--- src/rtl/heq_pkg.sv ---
// Shared encodings for the histogram-equalization phase controller: FSM states,
// scratch-memory owner codes and the default frame-counter width.
package heq_pkg;

  typedef enum logic [2:0] {
    StIdle = 3'd0,
    StHist = 3'd1,
    StCdf  = 3'd2,
    StDiv  = 3'd3,
    StMap  = 3'd4,
    StDone = 3'd5
  } heq_state_e;

  typedef enum logic [1:0] {
    OwnNone = 2'd0,
    OwnHist = 2'd1,
    OwnCdf  = 2'd2,
    OwnDm   = 2'd3
  } heq_owner_e;

  localparam int unsigned DefaultCntW = 32;

  // Divider and mapping share one owner code; they never run concurrently.
  function automatic heq_owner_e owner_of(heq_state_e st);
    case (st)
      StHist:       return OwnHist;
      StCdf:        return OwnCdf;
      StDiv, StMap: return OwnDm;
      default:      return OwnNone;
    endcase
  endfunction

endpackage

--- src/rtl/heq_phase_ctrl_if.sv ---
// Handshake bundle between the phase controller (master) and the pipeline units (slave).
// wd_timeout exists only when HEQ_PHASE_WATCHDOG_EN is defined.
interface heq_phase_ctrl_if
  import heq_pkg::*;
#(
  parameter int unsigned CNT_W = DefaultCntW
);
  logic             start;
  logic             abort;
  logic             hist_done;
  logic             cdf_min_valid;
  logic [31:0]      cdf_min_in;
  logic             cdf_done;
  logic             div_sc_mem_wt_done;
  logic             output_wt_done;
  logic             hist_enable;
  logic             cdf_enable;
  logic             div_enable;
  logic             map_enable;
  logic [31:0]      cdf_min;
  logic [1:0]       sc_owner;
  logic [2:0]       phase;
  logic             busy;
  logic             frame_done;
  logic             protocol_err;
  logic [CNT_W-1:0] frame_cycles;
`ifdef HEQ_PHASE_WATCHDOG_EN
  logic             wd_timeout;
`endif

  modport master (
    input  start, abort, hist_done, cdf_min_valid, cdf_min_in, cdf_done,
           div_sc_mem_wt_done, output_wt_done,
`ifdef HEQ_PHASE_WATCHDOG_EN
    output wd_timeout,
`endif
    output hist_enable, cdf_enable, div_enable, map_enable, cdf_min, sc_owner, phase,
           busy, frame_done, protocol_err, frame_cycles
  );

  modport slave (
    output start, abort, hist_done, cdf_min_valid, cdf_min_in, cdf_done,
           div_sc_mem_wt_done, output_wt_done,
`ifdef HEQ_PHASE_WATCHDOG_EN
    input  wd_timeout,
`endif
    input  hist_enable, cdf_enable, div_enable, map_enable, cdf_min, sc_owner, phase,
           busy, frame_done, protocol_err, frame_cycles
  );

endinterface

--- src/rtl/heq_watchdog.sv ---
// Per-phase timeout counter used by heq_phase_ctrl when HEQ_PHASE_WATCHDOG_EN is defined.
// timeout is combinational so the controller can leave the phase on the same edge.
module heq_watchdog #(
  parameter int unsigned WD_CYCLES = 65535
) (
  input  logic clk,
  input  logic reset,
  input  logic clear,
  input  logic run,
  output logic timeout
);

  localparam int unsigned WdW = $clog2(WD_CYCLES + 1);
  localparam logic [WdW-1:0] WdLast = WdW'(WD_CYCLES - 1);

  logic [WdW-1:0] cnt_q, cnt_d;

  // timeout must not depend on clear: clear is derived from the FSM next state.
  assign timeout = run && (cnt_q == WdLast);

  always_comb begin
    cnt_d = cnt_q;
    if (clear) begin
      cnt_d = '0;
    end else if (run && (cnt_q != WdLast)) begin
      cnt_d = cnt_q + 1'b1;
    end
  end

  always_ff @(posedge clk) begin
    if (reset) begin
      cnt_q <= '0;
    end else begin
      cnt_q <= cnt_d;
    end
  end

endmodule

--- src/rtl/heq_phase_ctrl.sv ---
// Frame sequencer for histogram equalization: HIST -> CDF -> DIV -> MAP -> DONE.
// Optional per-phase watchdog enabled by defining HEQ_PHASE_WATCHDOG_EN.
module heq_phase_ctrl
  import heq_pkg::*;
#(
  parameter int unsigned CNT_W     = DefaultCntW,
  parameter int unsigned WD_CYCLES = 65535
) (
  input  logic             clk,
  input  logic             reset,
  heq_phase_ctrl_if.master bus
);

  if (WD_CYCLES < 1) begin : g_bad_wd_cycles
    $error("WD_CYCLES must be at least 1");
  end

  heq_state_e       state_q, state_d;
  logic [31:0]      cdf_min_q, cdf_min_d;
  logic             cdf_seen_q, cdf_seen_d;
  logic             err_q, err_d;
  logic [CNT_W-1:0] cnt_q, cnt_d, cnt_inc;
  logic [CNT_W-1:0] frame_cycles_q, frame_cycles_d;
  logic             hist_en_q, cdf_en_q, div_en_q, map_en_q;
  logic             busy_q, frame_done_q;
  heq_owner_e       sc_owner_q;
  logic             in_frame, stray, missing_min, wd_hit;

`ifdef HEQ_PHASE_WATCHDOG_EN
  logic wd_timeout_q;

  heq_watchdog #(
    .WD_CYCLES(WD_CYCLES)
  ) u_watchdog (
    .clk    (clk),
    .reset  (reset),
    .clear  (state_d != state_q),
    .run    (in_frame),
    .timeout(wd_hit)
  );

  assign bus.wd_timeout = wd_timeout_q;
`else
  assign wd_hit = 1'b0;
`endif

  assign in_frame = (state_q == StHist) || (state_q == StCdf) ||
                    (state_q == StDiv)  || (state_q == StMap);
  assign cnt_inc  = (&cnt_q) ? cnt_q : cnt_q + 1'b1;

  // A done pulse that does not belong to the current phase is a protocol violation.
  assign stray = (bus.hist_done          && (state_q != StHist)) ||
                 (bus.cdf_done           && (state_q != StCdf))  ||
                 (bus.div_sc_mem_wt_done && (state_q != StDiv))  ||
                 (bus.output_wt_done     && (state_q != StMap));

  always_comb begin
    state_d        = state_q;
    cdf_min_d      = cdf_min_q;
    cdf_seen_d     = cdf_seen_q;
    err_d          = err_q;
    cnt_d          = cnt_q;
    frame_cycles_d = frame_cycles_q;
    missing_min    = 1'b0;

    if (in_frame) begin
      cnt_d = cnt_inc;
    end

    if ((state_q != StIdle) && (bus.abort || wd_hit)) begin
      state_d = StIdle;
    end else begin
      unique case (state_q)
        StIdle: begin
          if (bus.start && !bus.abort) begin
            state_d    = StHist;
            cnt_d      = '0;
            err_d      = 1'b0;
            cdf_seen_d = 1'b0;
          end
        end
        StHist: begin
          if (bus.hist_done) state_d = StCdf;
        end
        StCdf: begin
          if (bus.cdf_min_valid) begin
            cdf_min_d  = bus.cdf_min_in;
            cdf_seen_d = 1'b1;
          end
          if (bus.cdf_done) begin
            state_d = StDiv;
            if (!bus.cdf_min_valid && !cdf_seen_q) begin
              cdf_min_d   = '0;
              missing_min = 1'b1;
            end
          end
        end
        StDiv: begin
          if (bus.div_sc_mem_wt_done) state_d = StMap;
        end
        StMap: begin
          if (bus.output_wt_done) begin
            state_d        = StDone;
            frame_cycles_d = cnt_inc;
          end
        end
        StDone: state_d = StIdle;
        default: state_d = StIdle;
      endcase
    end

    if (stray || missing_min || wd_hit) begin
      err_d = 1'b1;
    end
  end

  // Outputs are decoded from the next state so they change on the same edge as state_q.
  always_ff @(posedge clk) begin
    if (reset) begin
      state_q        <= StIdle;
      cdf_min_q      <= '0;
      cdf_seen_q     <= 1'b0;
      err_q          <= 1'b0;
      cnt_q          <= '0;
      frame_cycles_q <= '0;
      hist_en_q      <= 1'b0;
      cdf_en_q       <= 1'b0;
      div_en_q       <= 1'b0;
      map_en_q       <= 1'b0;
      busy_q         <= 1'b0;
      frame_done_q   <= 1'b0;
      sc_owner_q     <= OwnNone;
`ifdef HEQ_PHASE_WATCHDOG_EN
      wd_timeout_q   <= 1'b0;
`endif
    end else begin
      state_q        <= state_d;
      cdf_min_q      <= cdf_min_d;
      cdf_seen_q     <= cdf_seen_d;
      err_q          <= err_d;
      cnt_q          <= cnt_d;
      frame_cycles_q <= frame_cycles_d;
      hist_en_q      <= (state_d == StHist);
      cdf_en_q       <= (state_d == StCdf);
      div_en_q       <= (state_d == StDiv);
      map_en_q       <= (state_d == StMap);
      busy_q         <= (state_d != StIdle);
      frame_done_q   <= (state_d == StDone);
      sc_owner_q     <= owner_of(state_d);
`ifdef HEQ_PHASE_WATCHDOG_EN
      wd_timeout_q   <= wd_hit;
`endif
    end
  end

  assign bus.hist_enable  = hist_en_q;
  assign bus.cdf_enable   = cdf_en_q;
  assign bus.div_enable   = div_en_q;
  assign bus.map_enable   = map_en_q;
  assign bus.cdf_min      = cdf_min_q;
  assign bus.sc_owner     = sc_owner_q;
  assign bus.phase        = state_q;
  assign bus.busy         = busy_q;
  assign bus.frame_done   = frame_done_q;
  assign bus.protocol_err = err_q;
  assign bus.frame_cycles = frame_cycles_q;

endmodule

--- src/flat_wrapper.sv ---
// flat-port wrapper written by rule: the top's interface ports become plain ports
module heq_phase_ctrl_flat import heq_pkg::*;
#(
  parameter int unsigned CNT_W     = DefaultCntW,
  parameter int unsigned WD_CYCLES = 65535
)
  (clk, reset, bus_start, bus_abort, bus_hist_done, bus_cdf_min_valid, bus_cdf_min_in, bus_cdf_done, bus_div_sc_mem_wt_done, bus_output_wt_done, bus_hist_enable, bus_cdf_enable, bus_div_enable, bus_map_enable, bus_cdf_min, bus_sc_owner, bus_phase, bus_busy, bus_frame_done, bus_protocol_err, bus_frame_cycles);
  heq_phase_ctrl_if #(.CNT_W(CNT_W)) bus_i ();
  input  logic clk;
  input  logic reset;
  input wire logic [$bits(bus_i.start)-1:0] bus_start;
  input wire logic [$bits(bus_i.abort)-1:0] bus_abort;
  input wire logic [$bits(bus_i.hist_done)-1:0] bus_hist_done;
  input wire logic [$bits(bus_i.cdf_min_valid)-1:0] bus_cdf_min_valid;
  input wire logic [$bits(bus_i.cdf_min_in)-1:0] bus_cdf_min_in;
  input wire logic [$bits(bus_i.cdf_done)-1:0] bus_cdf_done;
  input wire logic [$bits(bus_i.div_sc_mem_wt_done)-1:0] bus_div_sc_mem_wt_done;
  input wire logic [$bits(bus_i.output_wt_done)-1:0] bus_output_wt_done;
  output wire logic [$bits(bus_i.hist_enable)-1:0] bus_hist_enable;
  output wire logic [$bits(bus_i.cdf_enable)-1:0] bus_cdf_enable;
  output wire logic [$bits(bus_i.div_enable)-1:0] bus_div_enable;
  output wire logic [$bits(bus_i.map_enable)-1:0] bus_map_enable;
  output wire logic [$bits(bus_i.cdf_min)-1:0] bus_cdf_min;
  output wire logic [$bits(bus_i.sc_owner)-1:0] bus_sc_owner;
  output wire logic [$bits(bus_i.phase)-1:0] bus_phase;
  output wire logic [$bits(bus_i.busy)-1:0] bus_busy;
  output wire logic [$bits(bus_i.frame_done)-1:0] bus_frame_done;
  output wire logic [$bits(bus_i.protocol_err)-1:0] bus_protocol_err;
  output wire logic [$bits(bus_i.frame_cycles)-1:0] bus_frame_cycles;
  assign bus_i.start = bus_start;
  assign bus_i.abort = bus_abort;
  assign bus_i.hist_done = bus_hist_done;
  assign bus_i.cdf_min_valid = bus_cdf_min_valid;
  assign bus_i.cdf_min_in = bus_cdf_min_in;
  assign bus_i.cdf_done = bus_cdf_done;
  assign bus_i.div_sc_mem_wt_done = bus_div_sc_mem_wt_done;
  assign bus_i.output_wt_done = bus_output_wt_done;
  assign bus_hist_enable = bus_i.hist_enable;
  assign bus_cdf_enable = bus_i.cdf_enable;
  assign bus_div_enable = bus_i.div_enable;
  assign bus_map_enable = bus_i.map_enable;
  assign bus_cdf_min = bus_i.cdf_min;
  assign bus_sc_owner = bus_i.sc_owner;
  assign bus_phase = bus_i.phase;
  assign bus_busy = bus_i.busy;
  assign bus_frame_done = bus_i.frame_done;
  assign bus_protocol_err = bus_i.protocol_err;
  assign bus_frame_cycles = bus_i.frame_cycles;
  heq_phase_ctrl #(.CNT_W(CNT_W), .WD_CYCLES(WD_CYCLES)) u_core (.clk(clk), .reset(reset), .bus(bus_i));
endmodule
--- config.mk ---
export PLATFORM = sky130hd
export DESIGN_NAME = heq_phase_ctrl_flat
export DESIGN_NICKNAME = d
export VERILOG_FILES = /design/src/rtl/heq_pkg.sv /design/src/rtl/heq_phase_ctrl_if.sv /design/src/rtl/heq_watchdog.sv /design/src/rtl/heq_phase_ctrl.sv /design/src/flat_wrapper.sv
export SDC_FILE = /design/constraint.sdc
export NUM_CORES = 1
export LEC_CHECK = 0
export ABC_AREA = 1
export CAP_MARGIN = 0
export CORE_ASPECT_RATIO = 0.6
export CORE_UTILIZATION = 55
export DETAILED_ROUTE_END_ITERATION = 10
export PLACE_DENSITY = 0.86
export SLEW_MARGIN = 10
export SYNTH_ARGS = -nofsm -noshare
export SYNTH_HDL_FRONTEND = slang
export SYNTH_HIERARCHICAL = 1
export SYNTH_SLANG_ARGS = --single-unit
--- constraint.sdc ---
create_clock -name clk -period 3.2 [get_ports clk]
set_input_delay 0.32 -clock clk [delete_from_list [all_inputs] [get_ports clk]]
set_output_delay 0.32 -clock clk [all_outputs]
set_load 0.02 [all_outputs]
# ---- Yosys cells after proc, flatten, opt, wreduce, memory -nomap -nowiden
# Cells that the tools add are included.
dict set report op_classes {
  muxes 26
  add_sub_neg 1
  n_eq_ne 16
  n_reduce_logical 29
  bitwise 1
}
# operator count
set op_table {}
lappend op_table {{2-to-1 mux 32 bit} 8}
lappend op_table {{adder 32 x 1 -> 32 bit, second input constant} 1}
lappend op_table {{AND reduction 32 bit} 1}
lappend op_table {{2-to-1 mux 3 bit} 6}
lappend op_table {{one-hot mux 3 bit (5 select lines)} 1}
lappend op_table {{== test 3 x 2 -> 1 bit, second input constant} 4}
lappend op_table {{== test 3 bit, second input constant} 3}
lappend op_table {{2-to-1 mux 1 bit} 9}
lappend op_table {{logical AND 1 bit} 7}
lappend op_table {{logical OR 1 bit} 7}
lappend op_table {{== test 3 x 1 -> 1 bit, second input constant} 2}
lappend op_table {{!= test 3 x 2 -> 1 bit, second input constant} 2}
lappend op_table {{one-hot mux 2 bit (3 select lines)} 1}
lappend op_table {{AND reduction 3 bit} 2}
lappend op_table {{nonzero test 2 bit} 3}
lappend op_table {{nonzero test 3 bit} 2}
lappend op_table {{!= test 2 bit, second input constant} 2}
lappend op_table {{AND reduction 4 bit} 1}
lappend op_table {{logical NOT 1 bit} 3}
lappend op_table {{logical NOT 3 bit} 1}
lappend op_table {{!= test 3 x 1 -> 1 bit, second input constant} 1}
lappend op_table {{!= test 3 bit, second input constant} 1}
lappend op_table {{!= test 2 x 1 -> 1 bit, second input constant} 1}
lappend op_table {{one-hot mux 1 bit (2 select lines)} 1}
lappend op_table {{3 further kinds} 3}
dict set report totals {
  register_bits 109
  out_inout_bits 76
  wordCells 86
  in_bits 41
}

# ---- Depth between registers and ports, before layout
# Gate-level depths: netlist (run 1).
dict set report logic_depth {
  ltp_word 9
  mapped_depth 10
}

# ---- Worst setup path after synthesis (run 1)
# OpenSTA, ideal clock, no wires.
dict set report synth_path {
  kind {reg-to-reg}
  startpoint {register u_core.cnt_q[0]}
  endpoint {register u_core.frame_cycles_q[6], in the netlist u_core/bus.frame_cycles[6]}
  setup_time_ps 56
  synth_period_minus_slack_ps 1624
  arrival_time_ps 1567
  required_time_ps 3144
  setup_slack_ps 1576
  path_stages_with_launch 11
  path_buffers 1
  cell_sequence {dfxtp_1 ha_1 nand3_2 clkinv_2 nand2_4 nor2_8 nand2_4 buf_6 nand3_1 o211ai_1 inv_2}
}
dict set report synth_between {
  elab_chain_cells 2
}
# item line_no
set synth_lines {}
lappend synth_lines {{start, declared} heq_phase_ctrl.sv:22} ;# logic [CNT_W-1:0] cnt_q, cnt_d, cnt_inc;
lappend synth_lines {{start signal, assigned} heq_phase_ctrl.sv:141} ;# cnt_q <= cnt_d;
lappend synth_lines {{adder 32 x 1 -> 32 bit or AND reduction 32 bit (tied branches)} heq_phase_ctrl.sv:49} ;# assign cnt_inc = (&cnt_q) ? cnt_q : cnt_q + 1'b1;
lappend synth_lines {{2-to-1 mux 32 bit (*)} heq_phase_ctrl.sv:49}
lappend synth_lines {{end signal, assigned} heq_phase_ctrl.sv:142} ;# frame_cycles_q <= frame_cycles_d;
lappend synth_lines {{end, declared} heq_phase_ctrl.sv:23} ;# logic [CNT_W-1:0] frame_cycles_q, frame_cycles_d;
# Every way passes the cells marked *; elsewhere a longest branch is shown, timed or not.
# A chain may end at the register's enable or synchronous reset.

# ---- Worst setup path in the final report (run 1)
dict set report layout_path {
  startpoint {register u_core.state_q[1], in the netlist u_core/bus.phase[1]}
  endpoint {register u_core.cnt_q[8]}
}
dict set report layout_between {
  elab_chain_cells 8
}
# item line_no
set layout_lines {}
lappend layout_lines {{start, declared} heq_phase_ctrl.sv:18} ;# heq_state_e state_q, state_d;
lappend layout_lines {{start signal, assigned} heq_phase_ctrl.sv:120} ;# state_q <= StIdle;
lappend layout_lines {{start signal, assigned} heq_phase_ctrl.sv:137} ;# state_q <= state_d;
lappend layout_lines {{== test 3 x 1 -> 1 bit or == test 3 x 2 -> 1 bit (tied branches)} heq_phase_ctrl.sv:47} ;# assign in_frame = (state_q == StHist) || (state_q == StCdf) ||
lappend layout_lines {{logical OR 1 bit (2 in series)} heq_phase_ctrl.sv:47}
lappend layout_lines {{logical OR 1 bit} heq_phase_ctrl.sv:48} ;# (state_q == StDiv) || (state_q == StMap);
lappend layout_lines {{2-to-1 mux 32 bit} heq_phase_ctrl.sv:66} ;# if (in_frame) begin
lappend layout_lines {{2-to-1 mux 32 bit} heq_phase_ctrl.sv:75} ;# if (bus.start && !bus.abort) begin
lappend layout_lines {{2-to-1 mux 32 bit} heq_phase_ctrl.sv:73} ;# unique case (state_q)
lappend layout_lines {{2-to-1 mux 32 bit (*)} heq_phase_ctrl.sv:70} ;# if ((state_q != StIdle) && (bus.abort || wd_hit)) begin
# Marks and branches as above.

==> results.cfg, run 1 <==
[power_and_ir_drop]
internal-power_w = 0.00217
powerDensity_nw_per_um2 = 438
p_sw_share_pct = 26.6
irDropWorstVdd_uv = 350
leakagePower_nw = 2.81
seqPwrFrac_pct = 49.9
comb_power_share_pct = 12.2
clkPwrFrac_pct = 37.9
p_sw_w = 0.000786

[setup_path]
cp_slowest_cell = inv_1
critical_path_class = reg2reg
end_kind = flip-flop
cp.arrival_ns = 2.48
worst_setup_path_start_kind = flip-flop
reg2reg_slack_ns = 0.97
cp_top_family = buffers and inverters
path_cells = nor2_1 > nand2_1 > nand3_1 > inv_1 > a21oi_1 > nand2_1 > inv_1
path_max_fanout = 33
critPathMaxStageDelay_ns = 0.83
cp_num_buf_inv = 2
worstPathRequired_ns = 3.45

[sta]
tns_ns = 0
rsz0062_at_grt = no
slew_headroom_pct = 24.9
hold_violations = 0
whs_ns = 0.455
worst_slew_pin_slew_ns = 1.13
finClkSkew_ns = 0.00751
setup_violations = 0
slew_viol_final = 0
max_freq_ghz = 0.448
min_period_over_period_pct = 69.8
layout_min_cycle_time_ns = 2.23

[place]
port_buffers = 116
dp_cells = 981
placed_area_um2 = 6460
dpl.hpwl_um = 10800
gp_congestion = 0.996

[synth]
synth_cell_types = 34
ys_seq_area_share_pct = 41.5
avgSynthCellArea_um2 = 6.91
synth-seq-cells = 109
syn_nets = 803
syn_inst = 761
netlist_area_um2 = 5260
ys.warnings.count = 6

[global_routing]
grt_first_pass_wirelength_um = 24200
globalRouteMet1Util_pct = 45.3
top_usage_layer = met1
grt_overflow = 0
antenna_found_initial = 0
grtUsageTotal_pct = 31.1
grt_pass1_vias = 4853
grt_max_degree = 65
grt_use_met2_pct = 44.6
met3_usage_pct = 9.31

[drt]
viasPerCell = 5.33
drtPass1Iterations = 7
drcViolationCount = 0
wl_per_cell_um = 15.1
drt_iter0_drc = 618
num_vias = 5304
wl_um = 15000
drtAntennaViolNets = 0

[finish]
final_nets = 904
final_area_um2 = 6750
syn_to_final_growth_pct = 28.3
finalNonFillerCells = 996
drive_gt1_share_pct = 5.20
final_core_util_pct = 73.2
antenna_cells = 0

[floorplanning]
die_y_um = 77.7
die-area_um2 = 9970
rows = 27
num_io_pins = 117
core_um2 = 9220
initial_utilization_pct = 57.0
chipWidth_um = 128

[clocking]
cts-buffers-inserted = 9
hold_buffers = 0
postCtsSetupBuffers = 0
ctsLongestPathBuffers = 2
htreeDepth = 3
cts_tree = yes
clk_pin_slew_ns = 0.07
clk_latency_ns = 0.35
root_buffer = clkbuf_16
cts-resized-gates = 0
numClockSinks = 109

[status]
status = finished, final reports clean

[min_path]
holdCritPathClass = reg2reg

[job]
maxCapViolations = 0
-- cell type report --
cell class	instances	area (um2)
fill	728	2470
multi-input combinational	499	2450
sequential	109	2180
timing repair buffer	120	1200
inverter	123	463
clock buffer	10	229
tap	130	163
clock inverter	5	61.3
-- power groups by stage --
| stage | combinational [W] | sequential (W) | clock, W |
|---|---|---|---|
| floorplan | 0.000201 | 0.00150 | 0 |
| global placement | 0.000340 | 0.00150 | 0 |
| detailed placement | 0.000350 | 0.00150 | 0 |
| CTS | 0.000353 | 0.00147 | 0.00114 |
| global route | 0.000397 | 0.00148 | 0.00119 |
| finish | 0.000359 | 0.00147 | 0.00112 |
-- metal layers --
metal | wire length, um | up-vias
li1 | - | 2626
met3 | 1570 | 10
met2 | 6230 | 251
met5 | 0 | -
met4 | 102 | 0
met1 | 7090 | 2417
-- sequential cells by signal, summed over array words and instances, names as in the netlist --
register / count
u_core/bus.busy: 1
u_core/bus.cdf_enable: 1
u_core/bus.cdf_min: 32
u_core/bus.div_enable: 1
u_core/bus.frame_cycles: 32
u_core/bus.frame_done: 1
u_core/bus.hist_enable: 1
u_core/bus.map_enable: 1
u_core/bus.phase: 3
u_core/bus.protocol_err: 1
u_core/bus.sc_owner: 2
u_core/cdf_seen_q: 1
u_core/cnt_q: 32
-- Yosys cell counts --
cell / count / area share (%)
dfxtp_1: 109 / 41
o21a_1: 11 / 1.6
a21oi_1: 19 / 1.8
o21ai_0: 45 / 4.3
xnor2_1: 3 / 0.50
nand2_1: 144 / 10
inv_2: 4 / 0.29
xor2_1: 2 / 0.33
nor2_4: 1 / 0.21
nand2_4: 2 / 0.43
nor3_1: 3 / 0.29
nand3_1: 43 / 4.1
buf_6: 4 / 0.86
a31oi_1: 1 / 0.12
o22ai_1: 1 / 0.12
nor3_2: 1 / 0.19
nor2_1: 139 / 9.9
clkinv_2: 1 / 0.095
o21ai_1: 2 / 0.19
a211oi_1: 32 / 4.6
nor2_8: 1 / 0.38
o21bai_1: 6 / 0.86
nor2_2: 3 / 0.36
inv_1: 117 / 8.4
nand3b_1: 1 / 0.14
nand2_2: 2 / 0.24
nand4_1: 18 / 2.1
clkinv_1: 1 / 0.071
clkbuf_1: 7 / 0.50
buf_2: 16 / 1.5
buf_4: 3 / 0.43
nand3_2: 12 / 2.3
ha_1: 1 / 0.24
o211ai_1: 6 / 0.86
-- cells by family after synthesis --
| logic type | synth area share, % |
|---|---|
| and+or+nand+nor | 31.0 |
| buffers and inverters | 12.1 |
| AOI/OAI and AO/OA | 14.4 |
| DFF | 41.5 |
| xor gates and xnor gates | 0.833 |
| adders and majority gates | 0.238 |
-- metrics by stage --
step           worst slack, ns  total power, W
3_5_place_dp             0.883         0.00185
4_1_cts                   1.03         0.00296
2_1_floorplan             1.58         0.00170
6_report                 0.965         0.00295
5_1_grt                  0.770         0.00307
3_3_place_gp             0.971         0.00184
-- worst register-to-register path: stages, from the launching register on --
cell and delay [ns]:
dfxtp_1 0.46, nor2_1 0.12, nand2_1 0.21, nand3_1 0.12, inv_1 0.83, a21oi_1 0.21
nand2_1 0.14, inv_1 0.04
-- layout by cell type (no fill, tap or decap), types with 2 or more instances in the layout --
master / n
nand2_1: 144
nor2_1: 139
inv_1: 117
clkdlybuf4s50_1: 116
dfxtp_1: 109
o21ai_0: 45
nand3_1: 43
a211oi_1: 32
a21oi_1: 19
nand4_1: 18
nand3_2: 12
o21a_1: 11
clkbuf_16: 9
o21bai_1: 6
o211ai_1: 6
inv_2: 4
nor2_2: 3
xnor2_1: 3
nor3_1: 3
buf_4: 3
clkinv_2: 2
clkinvlp_4: 2
nand2_4: 2
xor2_1: 2
nand2_2: 2
o21ai_1: 2
-- path summary, 6_finish.rpt --
check / from / end / depth (start not counted)
worst max-delay path: u_core/bus.phase[1] / u_core/cnt_q[8] / 7
worst max register to register: u_core/bus.phase[1] / u_core/cnt_q[8] / 7
worst min register to register: u_core/bus.cdf_min[9] / u_core/bus.cdf_min[9] / 2
worst min-delay path: u_core/bus.cdf_min[9] / u_core/bus.cdf_min[9] / 2
No activity file was read; power rests on OpenSTA's default activity.
==> run 2: changes to the inputs <==
CORE_UTILIZATION = 46   (was 55)
PLACE_DENSITY = 0.77   (was 0.86)
clock period = 1.8 ns   (was 3.2 ns; I/O delays follow)
==> run 2 against run 1 <==
Net effect:
- combinational power up 100%
- critical path type unchanged
- clock power up 81%
- worst hold slack worse by 0.035 ns
- sequential share of layout area down 1.3 points
- critical path depth up 2
- clock skew about the same
- total power up 81%
- register-to-register slack worse by 0.87 ns
- maximum frequency up 31%
- non-clock buffer count up 28
- global-route usage down 4.0 points
==> results.cfg, run 2 (synthesized netlist as in run 1, its figures left out) <==
[drt]
wl_um = 15500
drcViolationCount = 0
drtAntennaViolNets = 0
drt_iter0_drc = 484
drtPass1Iterations = 5
viasPerCell = 5.17
num_vias = 5348
wl_per_cell_um = 15.0

[setup_path]
critPathMaxStageDelay_ns = 0.47
rr_endpoint = u_core/bus.frame_cycles[18]
critical_path_class = reg2reg
r2r_cells = 9
worstPathRequired_ns = 2.06
worst_setup_path_start_kind = flip-flop
cp.arrival_ns = 1.96
crit_start = u_core/cnt_q[6]
cp_slowest_cell = dfxtp_1
cp_num_buf_inv = 1
reg2reg_slack_ns = 0.1
end_kind = flip-flop
cp_top_family = simple AND/OR/NAND/NOR gates
crit_path_frequent_cell = nand2_1
timing.rr.start = u_core/cnt_q[6]
worstSetupEndpoint = u_core/bus.frame_cycles[18]
cp_num_cells = 9
path_cells = nand2_1 > nor2_1 > nand2_1 > nor2_1 > nand2_1 > nand2_1 > nand4_1 > nand2_1 > inv_1
path_max_fanout = 4

[floorplanning]
rows = 29
die-area_um2 = 11900
core_um2 = 10800
chipWidth_um = 140
initial_utilization_pct = 48.5
num_io_pins = 117
die_y_um = 84.8

[sta]
min_period_over_period_pct = 94.6
max_freq_ghz = 0.587
worst_slack_ns = 0.0964
slew_headroom_pct = 74.8
setup_violations = 0
worst_slew_pin_slew_ns = 0.373
hold_violations = 0
layout_min_cycle_time_ns = 1.70
rsz0062_at_grt = no
finClkSkew_ns = 0.00779
slew_viol_final = 0
tns_ns = 0
whs_ns = 0.420

[clocking]
clk_pin_slew_ns = 0.07
cts_tree = yes
cts-buffers-inserted = 9
htreeDepth = 3
postCtsSetupBuffers = 0
numClockSinks = 109
hold_buffers = 0
clk_latency_ns = 0.35
cts-resized-gates = 0
ctsLongestPathBuffers = 2
root_buffer = clkbuf_16

[global_routing]
antenna_found_initial = 0
met3_usage_pct = 6.55
grt_first_pass_wirelength_um = 24900
globalRouteMet1Util_pct = 41.7
grt_pass1_vias = 4823
grt_use_met2_pct = 37.4
grt_max_degree = 65
grt_overflow = 0
grtUsageTotal_pct = 27.1
top_usage_layer = met1

[finish]
final_core_util_pct = 65.0
final_common_cell = nand2_1
num-fill-cells = 940
final_nets = 932
antenna_cells = 0
ff_latch_area_um2 = 2190
syn_to_final_growth_pct = 34.2
drive_gt1_share_pct = 9.27
layout_common_cells = 142 x nand2_1, 136 x nor2_1, 117 x inv_1, 116 x clkdlybuf4s50_1, 105 x dfxtp_1
multi_input_area_um2 = 2470

[power_and_ir_drop]
leakagePower_nw = 2.98
powerDensity_nw_per_um2 = 760
irDropWorstVdd_uv = 465

[place]
port_buffers = 116
place_ws_ns = 0.0563
dpl.hpwl_um = 11700
gp_congestion = 1.00

[job]
maxCapViolations = 0

[status]
status = finished, final reports clean

[min_path]
holdCritPathClass = in2reg
==> run 2: worst reg2reg max path: stages (launching register included) <==
cell and delay (ns):
dfxtp_1 0.47, nand2_1 0.13, nor2_1 0.20, nand2_1 0.20, nor2_1 0.19, nand2_1 0.07
nand2_1 0.08, nand4_1 0.13, nand2_1 0.10, inv_1 0.04
==> run 2: worst min-delay path by stage <==
stage,slack (ns),cells after the start,start,end
after floorplan,0.25,1,reset,u_core/bus.protocol_err
after global placement,0.44,2,u_core/bus.cdf_min[20],u_core/bus.cdf_min[20]
after detailed placement,0.45,2,u_core/bus.cdf_min[0],u_core/bus.cdf_min[0]
after CTS,0.41,3,bus_cdf_min_in[27],u_core/bus.cdf_min[27]
after global routing,0.43,3,bus_cdf_min_in[2],u_core/bus.cdf_min[2]
final,0.42,3,bus_cdf_min_in[27],u_core/bus.cdf_min[27]
==> run 2: cell type report <==
class	instances	area share (%)
Clock buffer	10	3.24
Clock inverter	6	1.01
Inverter	123	6.56
Multi-Input combinational cell	499	35.0
Sequential cell	109	31.0
Tap cell	139	2.46
Timing Repair Buffer	148	20.7
==> run 2: metrics by stage <==
step / instances / total power (W) / instance area, um2
after floorplan: 761 / 0.00303 / 5260
after global placement: 1018 / 0.00334 / 6730
after detailed placement: 1018 / 0.00336 / 6730
after CTS: 1034 / 0.00538 / 7030
after global routing: 1034 / 0.00558 / 7060
final: 1034 / 0.00536 / 7060
==> run 2: metal layers <==
metal / wire (um) / part of all wire, %
met5: 0 / 0
met4: 229 / 1.5
met3: 1450 / 9.3
met2: 6050 / 39
met1: 7820 / 50
==> run 2: power by group <==
group | internal, W | switching [W]
registers | 0.00251 | 0.0000989
logic | 0.000318 | 0.000402
clock network | 0.00109 | 0.000938
